===== config.mk =====
export PLATFORM = sky130hd
export DESIGN_NAME = sha256_core_multi
export DESIGN_NICKNAME = d
export VERILOG_FILES = /design/src/rtl/sha256_pkg.sv /design/src/rtl/sha256_round.sv /design/src/rtl/sha256_core_multi.sv
export SDC_FILE = /design/constraint.sdc
export NUM_CORES = 2
export LEC_CHECK = 0
export BUFFER_PORTS_ARGS = -buffer_cell sky130_fd_sc_hd__buf_2
export CAP_MARGIN = 5
export CORE_AREA = 2 2 413 415
export CTS_CLUSTER_DIAMETER = 40
export DETAILED_ROUTE_END_ITERATION = 8
export DIE_AREA = 0 0 415 417
export MAX_ROUTING_LAYER = met4
export PLACE_DENSITY_LB_ADDON = 0.08
export RECOVER_POWER = 25
export SLEW_MARGIN = 20
export SYNTH_ARGS = -nofsm -noshare
export SYNTH_HDL_FRONTEND = slang
export SYNTH_HIERARCHICAL = 1
export SYNTH_SLANG_ARGS = --single-unit

===== constraint.sdc =====
create_clock -name clk -period 7 [get_ports clk]
set_clock_uncertainty 0.1 [all_clocks]
set_input_delay 0.35 -clock clk [delete_from_list [all_inputs] [get_ports clk]]
set_output_delay 0.35 -clock clk [all_outputs]
set_load 0.05 [all_outputs]

===== src/rtl/sha256_pkg.sv =====
// SHA-224/SHA-256 shared definitions: FSM state type, initial hash values,
// round constant table and the bitwise helper functions used by the round
// logic and message schedule. No ports; imported by the core and round files.
package sha256_pkg;

    typedef enum logic [1:0] {
        ST_IDLE  = 2'd0,
        ST_COMP  = 2'd1,
        ST_FINAL = 2'd2,
        ST_OUT   = 2'd3
    } state_t;

    // H0 occupies the most significant word.
    localparam logic [255:0] IV256 = {32'h6a09e667, 32'hbb67ae85, 32'h3c6ef372, 32'ha54ff53a,
                                      32'h510e527f, 32'h9b05688c, 32'h1f83d9ab, 32'h5be0cd19};
    localparam logic [255:0] IV224 = {32'hc1059ed8, 32'h367cd507, 32'h3070dd17, 32'hf70e5939,
                                      32'hffc00b31, 32'h68581511, 32'h64f98fa7, 32'hbefa4fa4};

    function automatic logic [31:0] k_const(input logic [5:0] idx);
        logic [31:0] k;
        k = '0;
        case (idx)
            6'd0:  k = 32'h428a2f98; 6'd1:  k = 32'h71374491; 6'd2:  k = 32'hb5c0fbcf; 6'd3:  k = 32'he9b5dba5;
            6'd4:  k = 32'h3956c25b; 6'd5:  k = 32'h59f111f1; 6'd6:  k = 32'h923f82a4; 6'd7:  k = 32'hab1c5ed5;
            6'd8:  k = 32'hd807aa98; 6'd9:  k = 32'h12835b01; 6'd10: k = 32'h243185be; 6'd11: k = 32'h550c7dc3;
            6'd12: k = 32'h72be5d74; 6'd13: k = 32'h80deb1fe; 6'd14: k = 32'h9bdc06a7; 6'd15: k = 32'hc19bf174;
            6'd16: k = 32'he49b69c1; 6'd17: k = 32'hefbe4786; 6'd18: k = 32'h0fc19dc6; 6'd19: k = 32'h240ca1cc;
            6'd20: k = 32'h2de92c6f; 6'd21: k = 32'h4a7484aa; 6'd22: k = 32'h5cb0a9dc; 6'd23: k = 32'h76f988da;
            6'd24: k = 32'h983e5152; 6'd25: k = 32'ha831c66d; 6'd26: k = 32'hb00327c8; 6'd27: k = 32'hbf597fc7;
            6'd28: k = 32'hc6e00bf3; 6'd29: k = 32'hd5a79147; 6'd30: k = 32'h06ca6351; 6'd31: k = 32'h14292967;
            6'd32: k = 32'h27b70a85; 6'd33: k = 32'h2e1b2138; 6'd34: k = 32'h4d2c6dfc; 6'd35: k = 32'h53380d13;
            6'd36: k = 32'h650a7354; 6'd37: k = 32'h766a0abb; 6'd38: k = 32'h81c2c92e; 6'd39: k = 32'h92722c85;
            6'd40: k = 32'ha2bfe8a1; 6'd41: k = 32'ha81a664b; 6'd42: k = 32'hc24b8b70; 6'd43: k = 32'hc76c51a3;
            6'd44: k = 32'hd192e819; 6'd45: k = 32'hd6990624; 6'd46: k = 32'hf40e3585; 6'd47: k = 32'h106aa070;
            6'd48: k = 32'h19a4c116; 6'd49: k = 32'h1e376c08; 6'd50: k = 32'h2748774c; 6'd51: k = 32'h34b0bcb5;
            6'd52: k = 32'h391c0cb3; 6'd53: k = 32'h4ed8aa4a; 6'd54: k = 32'h5b9cca4f; 6'd55: k = 32'h682e6ff3;
            6'd56: k = 32'h748f82ee; 6'd57: k = 32'h78a5636f; 6'd58: k = 32'h84c87814; 6'd59: k = 32'h8cc70208;
            6'd60: k = 32'h90befffa; 6'd61: k = 32'ha4506ceb; 6'd62: k = 32'hbef9a3f7; 6'd63: k = 32'hc67178f2;
            default: k = '0;
        endcase
        return k;
    endfunction

    function automatic logic [31:0] ror(input logic [31:0] x, input int unsigned n);
        return (x >> n) | (x << (32 - n));
    endfunction

    // Message schedule sigmas.
    function automatic logic [31:0] sig0(input logic [31:0] x);
        return ror(x, 7) ^ ror(x, 18) ^ (x >> 3);
    endfunction

    function automatic logic [31:0] sig1(input logic [31:0] x);
        return ror(x, 17) ^ ror(x, 19) ^ (x >> 10);
    endfunction

    // Compression-function sigmas.
    function automatic logic [31:0] Sig0(input logic [31:0] x);
        return ror(x, 2) ^ ror(x, 13) ^ ror(x, 22);
    endfunction

    function automatic logic [31:0] Sig1(input logic [31:0] x);
        return ror(x, 6) ^ ror(x, 11) ^ ror(x, 25);
    endfunction

    function automatic logic [31:0] ch(input logic [31:0] x, input logic [31:0] y, input logic [31:0] z);
        return (x & y) ^ (~x & z);
    endfunction

    function automatic logic [31:0] maj(input logic [31:0] x, input logic [31:0] y, input logic [31:0] z);
        return (x & y) ^ (x & z) ^ (y & z);
    endfunction

endpackage


===== src/rtl/sha256_round.sv =====
// One SHA-2 compression round, purely combinational (zero latency, no flow control).
// Ports: i_state = {a,b,c,d,e,f,g,h} (a in [255:224]), i_k round constant,
// i_w schedule word, o_state = updated {a..h}.
module sha256_round
    import sha256_pkg::*;
(
    input  logic [255:0] i_state,
    input  logic [31:0]  i_k,
    input  logic [31:0]  i_w,
    output logic [255:0] o_state
);

    logic [31:0] w_a, w_b, w_c, w_d, w_e, w_f, w_g, w_h;
    logic [31:0] w_t1, w_t2;

    assign {w_a, w_b, w_c, w_d, w_e, w_f, w_g, w_h} = i_state;

    assign w_t1 = w_h + Sig1(w_e) + ch(w_e, w_f, w_g) + i_k + i_w;
    assign w_t2 = Sig0(w_a) + maj(w_a, w_b, w_c);

    assign o_state = {w_t1 + w_t2, w_a, w_b, w_c, w_d + w_t1, w_e, w_f, w_g};

endmodule


===== src/rtl/sha256_core_multi.sv =====
// SHA-224/SHA-256 block compression, RPC rounds per clock, multi-block messages.
// Latency: accept at edge 0, rounds on edges 1..64/RPC, feed-forward at 64/RPC+1.
// Backpressure: blk_ready only in IDLE; digest held with dig_valid until dig_ready.
// Ports: clk/rst (sync, active-high); blk_valid/blk_ready/blk_data/blk_first/
// blk_last/mode_224 block input; dig_valid/dig_ready/digest output; busy status.
module sha256_core_multi #(
    parameter int RPC = 1
) (
    input  logic         clk,
    input  logic         rst,
    input  logic         blk_valid,
    output logic         blk_ready,
    input  logic [511:0] blk_data,
    input  logic         blk_first,
    input  logic         blk_last,
    input  logic         mode_224,
    output logic         dig_valid,
    input  logic         dig_ready,
    output logic [255:0] digest,
    output logic         busy
);
    import sha256_pkg::*;

    if (!(RPC == 1 || RPC == 2 || RPC == 4 || RPC == 8)) begin : g_bad_rpc
        $fatal(1, "sha256_core_multi: RPC must be 1, 2, 4 or 8");
    end

    localparam int LAST_T = 64 - RPC;

    state_t       r_state;
    logic [255:0] r_h;
    logic [255:0] r_wv;          // working variables a..h
    logic [31:0]  r_w [16];      // r_w[0] is W[t]
    logic [5:0]   r_t;
    logic         r_mode;
    logic         r_last;
    logic         r_blk_ready;
    logic         r_dig_valid;
    logic         r_busy;

    logic [31:0]  w_next_w [16];
    logic [255:0] w_final;

    // Extend the schedule window by RPC words; later new words depend on
    // earlier new words, hence the local chain.
    always_comb begin
        logic [31:0] v_ext [16+RPC];
        for (int i = 0; i < 16; i++) begin
            v_ext[i] = r_w[i];
        end
        for (int j = 0; j < RPC; j++) begin
            v_ext[16+j] = sig1(v_ext[14+j]) + v_ext[9+j] + sig0(v_ext[1+j]) + v_ext[j];
        end
        for (int i = 0; i < 16; i++) begin
            w_next_w[i] = v_ext[RPC+i];
        end
    end

    // Rounds t..t+RPC-1 chained; round j consumes window word j.
    for (genvar j = 0; j < RPC; j++) begin : g_rnd
        logic [255:0] w_in;
        logic [255:0] w_out;
        logic [31:0]  w_k;

        if (j == 0) begin : g_head
            assign w_in = r_wv;
        end else begin : g_tail
            assign w_in = g_rnd[j-1].w_out;
        end

        assign w_k = k_const(r_t + 6'(j));

        sha256_round u_round (
            .i_state (w_in),
            .i_k     (w_k),
            .i_w     (r_w[j]),
            .o_state (w_out)
        );
    end

    assign w_final = g_rnd[RPC-1].w_out;

    always_ff @(posedge clk) begin
        if (rst) begin
            r_state     <= ST_IDLE;
            r_h         <= '0;
            r_wv        <= '0;
            r_t         <= '0;
            r_mode      <= 1'b0;
            r_last      <= 1'b0;
            r_blk_ready <= 1'b1;
            r_dig_valid <= 1'b0;
            r_busy      <= 1'b0;
            for (int i = 0; i < 16; i++) begin
                r_w[i] <= '0;
            end
        end else begin
            case (r_state)
                // blk_ready is high throughout IDLE, so valid alone is an accept.
                ST_IDLE: begin
                    if (blk_valid) begin
                        for (int i = 0; i < 16; i++) begin
                            r_w[i] <= blk_data[511-32*i -: 32];
                        end
                        if (blk_first) begin
                            r_h    <= mode_224 ? IV224 : IV256;
                            r_wv   <= mode_224 ? IV224 : IV256;
                            r_mode <= mode_224;
                        end else begin
                            r_wv <= r_h;
                        end
                        r_last      <= blk_last;
                        r_t         <= '0;
                        r_state     <= ST_COMP;
                        r_blk_ready <= 1'b0;
                        r_busy      <= 1'b1;
                    end
                end
                ST_COMP: begin
                    r_wv <= w_final;
                    for (int i = 0; i < 16; i++) begin
                        r_w[i] <= w_next_w[i];
                    end
                    r_t <= r_t + 6'(RPC);
                    if (r_t == 6'(LAST_T)) begin
                        r_state <= ST_FINAL;
                    end
                end
                ST_FINAL: begin
                    for (int i = 0; i < 8; i++) begin
                        r_h[255-32*i -: 32] <= r_h[255-32*i -: 32] + r_wv[255-32*i -: 32];
                    end
                    r_busy <= 1'b0;
                    if (r_last) begin
                        r_state     <= ST_OUT;
                        r_dig_valid <= 1'b1;
                    end else begin
                        r_state     <= ST_IDLE;
                        r_blk_ready <= 1'b1;
                    end
                end
                ST_OUT: begin
                    if (dig_ready) begin
                        r_state     <= ST_IDLE;
                        r_dig_valid <= 1'b0;
                        r_blk_ready <= 1'b1;
                    end
                end
                default: r_state <= ST_IDLE;
            endcase
        end
    end

    assign blk_ready = r_blk_ready;
    assign dig_valid = r_dig_valid;
    assign busy      = r_busy;
    // H7 keeps its full value for chaining; only the visible digest is truncated.
    assign digest    = r_mode ? {r_h[255:32], 32'h0} : r_h;

endmodule


==> qor.txt <==
status -> finished, violations left
failing checks -> capacitance limit, slew limit, setup timing
combinational fraction of design power -> 60.3%
synth warn -> 6
Netlist Area Pre-Place -> 75400 sq um
maximum root-to-sink buffer count -> 3
Final Slew Violations -> 401
slowest CP cell -> fa_1
cell area power density -> 503 nW/um^2
Nets -> 10822
Starting Density -> 44.7%
post-synthesis mux area share -> 0.662%
CP Capture Type -> register
Die ar. -> 173000 sq um
sequential fraction of the synthesis area -> 35.2%
DR DRC count -> 0
Synthesized Nets -> 9920
CP Class -> register to register
first-pass GRT wire length -> 490000 um
unrepaired setup endpoints after global routing -> yes
Post-Synthesis Cells -> 8817
Yosys cell types -> 112
Max-Cap Viols -> 7
Core ar. -> 169000 sq um
sequential share of power -> 17.3%
clock sink total -> 1069
EDFF count, synth -> 512
GRT Overall Usage -> 39.6%
WP data required -> 7.61 ns
post-synthesis adder-cell area fraction -> 11.7%
Clk pwr share -> 22.4%
area grow syn2layout -> 22.2%
CTS buffer count -> 202
crit path launch type -> register
die height -> 417 um
Slew @ Worst Pin -> 3.37 ns
vias in the first global route -> 70436
Net Sw Power -> 20.7 mW
clock slew at reported path FFs -> 0.06 ns
Synth area leaders -> edfxtp_1 20%, dfxtp_1 15%, nand2_1 7.0%
Synth area leader -> edfxtp_1
I/O Buffers -> 777
Die Width -> 415 um
routed vias/inst -> 6.03
Primary FF master, synth -> dfxtp_1
row count -> 151
switching share of power -> 44.7%
Leak Pwr -> 39.4 nW
Detailed Routing Iterations Pass 1 -> 8
final std cells w/o fill -> 12156
routed length per instance -> 28.5 um
Mean Syn Cell Area -> 8.55 sq um
CTS tree -> yes
xor/xnor share of the synthesized area -> 6.49%
Final setup viols -> 2
RePlAce Congestion -> 0.979
final hold violations -> 0
Int Pwr -> 25.6 mW
Fillers -> 15606
#FFs+latches synth -> 1069
drt total wl -> 346000 um
Synth Area in Compound Gates -> 23.6%
Power, Total -> 46.4 mW
minimum clock period -> 7.15 ns
root buf cell -> clkbuf_16
top-area cell type share of the netlist area -> 20.4%
CP peak stage delay -> 0.56 ns
Critical Path AT -> 7.76 ns
Async SR Flop Fraction -> 0%
Ports -> 778
fmax -> 140 MHz
Slew headroom -> -125%
GR Overflow Total -> 0
Final Cycle Share -> 102%
layout cells sized above 1 -> 13.9%
Worst Hold Class -> primary input to register
Setup WS post-layout -> -0.150 ns
main combinational cell family by area after synthesis -> compound AO/OA/AOI/OAI gates
DP Wirelength -> 253000 um
Antenna Nets Post-Route -> 0
initial antenna violation count -> 38
worst-skew pair later-pin latency -> 0.86 ns
Max rail drop VDD -> 0.000578 V
CTS H-tree depth -> 4
CP max FO -> 3
Synth Area in Simple Gates -> 13.2%
Placed Cells incl. Taps -> 11208
initial drt markers -> 8536
largest net degree at the start of global routing -> 207
worst hold margin -> 0.0908 ns
vias after detailed routing -> 73242
## power groups by stage
stage	Clock (mW)	Sequential (mW)	Combinational, mW
2_1_floorplan	0	7.82	16.8
3_3_place_gp	0	8.08	26.4
3_5_place_dp	0	8.09	26.3
4_1_cts	10.4	7.97	27.0
5_1_grt	10.7	8.04	30.1
6_report	10.4	8.01	28.0
## repair_timing
action,in CTS,in global routing
hold endpoints to repair,580,0
endpoints found under the setup margin,5,15
gates resized for setup,10,42
pin swaps,22,21
hold buffers,518,0
setup buffers,6,4
## critical path: cells and delay by family (launching register included)
family                   cells  cell delay [ns]
XOR/XNOR                     2             0.18
flip-flops                   1             0.40
AO/OA/AOI/OAI               13             2.67
AND/OR/NAND/NOR              4             0.74
adder cells (fa/ha/maj)      7             2.72
buffers and inverters        3             0.18
## cell usage in the layout (no fill, tap or decap), types with 351 or more instances in the layout
cell	count
nand2_1	1390
nor2_1	351
a21oi_1	1027
inv_1	471
dlygate4sd3_1	518
ha_1	386
o21ai_0	573
edfxtp_1	512
buf_2	521
dfxtp_1	557
xnor2_1	374
## area by class of cell
class | count | area (sq um) | area share [%]
Clock inverter | 131 | 1690 | 1.83
Sequential cell | 1069 | 26500 | 28.8
Tap cell | 2218 | 2780 | 3.01
Clock buffer | 246 | 5540 | 6.01
Inverter | 482 | 1820 | 1.98
Multi-Input combinational cell | 6346 | 42300 | 46.0
Timing Repair Buffer | 1618 | 11300 | 12.3
Antenna cell | 46 | 115 | 0.125
## metal layers
layer  share of wire [%]  track usage [%]  wire length [um]  vias to the layer above
met5                   0                -                 0                        -
li1                    -                -                 -                    32839
met1                  39             47.9            136000                    35727
met4                 6.6             22.8             23000                        0
met3                 7.8             6.57             26800                      902
met2                  46             62.5            161000                     3774
## registers in the layout (all words and copies together), names as in the netlist
register    cells
r_t             6
r_mode          1
busy            1
dig_valid       1
r_last          1
r_state         2
r_w           512
blk_ready       1
g_rnd.w_in    256
g_rnd.w_k      32
r_h           256
## Yosys cell counts (15+ instances only)
cell type  number
and2_1         25
a31oi_1       133
o22ai_1        17
buf_4         420
a211oi_1       98
o21ai_0       580
buf_1          41
a2111oi_0      17
o21a_1         48
a22o_1         72
ha_1          389
buf_2          35
nand3_1       159
a222oi_1       58
xnor2_1       377
fa_1          195
a211o_1        15
mux2_2         31
inv_1         476
and3_1         44
a311oi_1       26
mux2i_1        15
xor2_1        179
dfxtp_1       557
or3_1          28
edfxtp_1      512
a21oi_1      1040
a21o_1        219
nor2_1        361
nand2_1      1396
nand2b_1       50
o31ai_1        28
o211ai_1       45
clkbuf_1      422
a221oi_1       41
a22oi_1       161
nor3_1         84
nand4_1        38
nor2b_1        59
o21ai_1        21
o21bai_1       41
## worst paths after layout
path | start | end | slack [ns] | cells past startpoint
setup / recovery | r_w[0][1] | g_rnd[0].w_in[252] | -0.15 | 29
hold / removal | blk_data[31] | r_w[0][511] | 0.09 | 4
setup reg to reg | r_w[0][1] | g_rnd[0].w_in[252] | -0.15 | 29
hold reg to reg | r_t[5] | r_state[1] | 0.37 | 2
## metrics by stage
step | utilization [%] | instance area (sq um) | TNS (ns) | setup WS (ns)
floorplan | - | 75400 | 0 | 0.00375
global placement | 47.3 | 79700 | -0.642 | -0.368
detailed placement | 47.3 | 79700 | -0.803 | -0.405
CTS | 54.7 | 92100 | -0.118 | -0.118
global route | 54.6 | 92100 | -1.19 | -0.463
finish | 54.6 | 92100 | -0.199 | -0.150
## cell families (layout without fill, tap and decap cells)
logic type / count (synthesis) / after routing
compound gates: 2833 / 2833
simple gates: 2324 / 2324
buf+inv: 1402 / 2477
flops: 1069 / 1069
fa+ha+maj: 586 / 586
xor+xnor: 557 / 557
mux: 46 / 46
other cells: 0 / 46
Power figures use the tool's default switching activity.
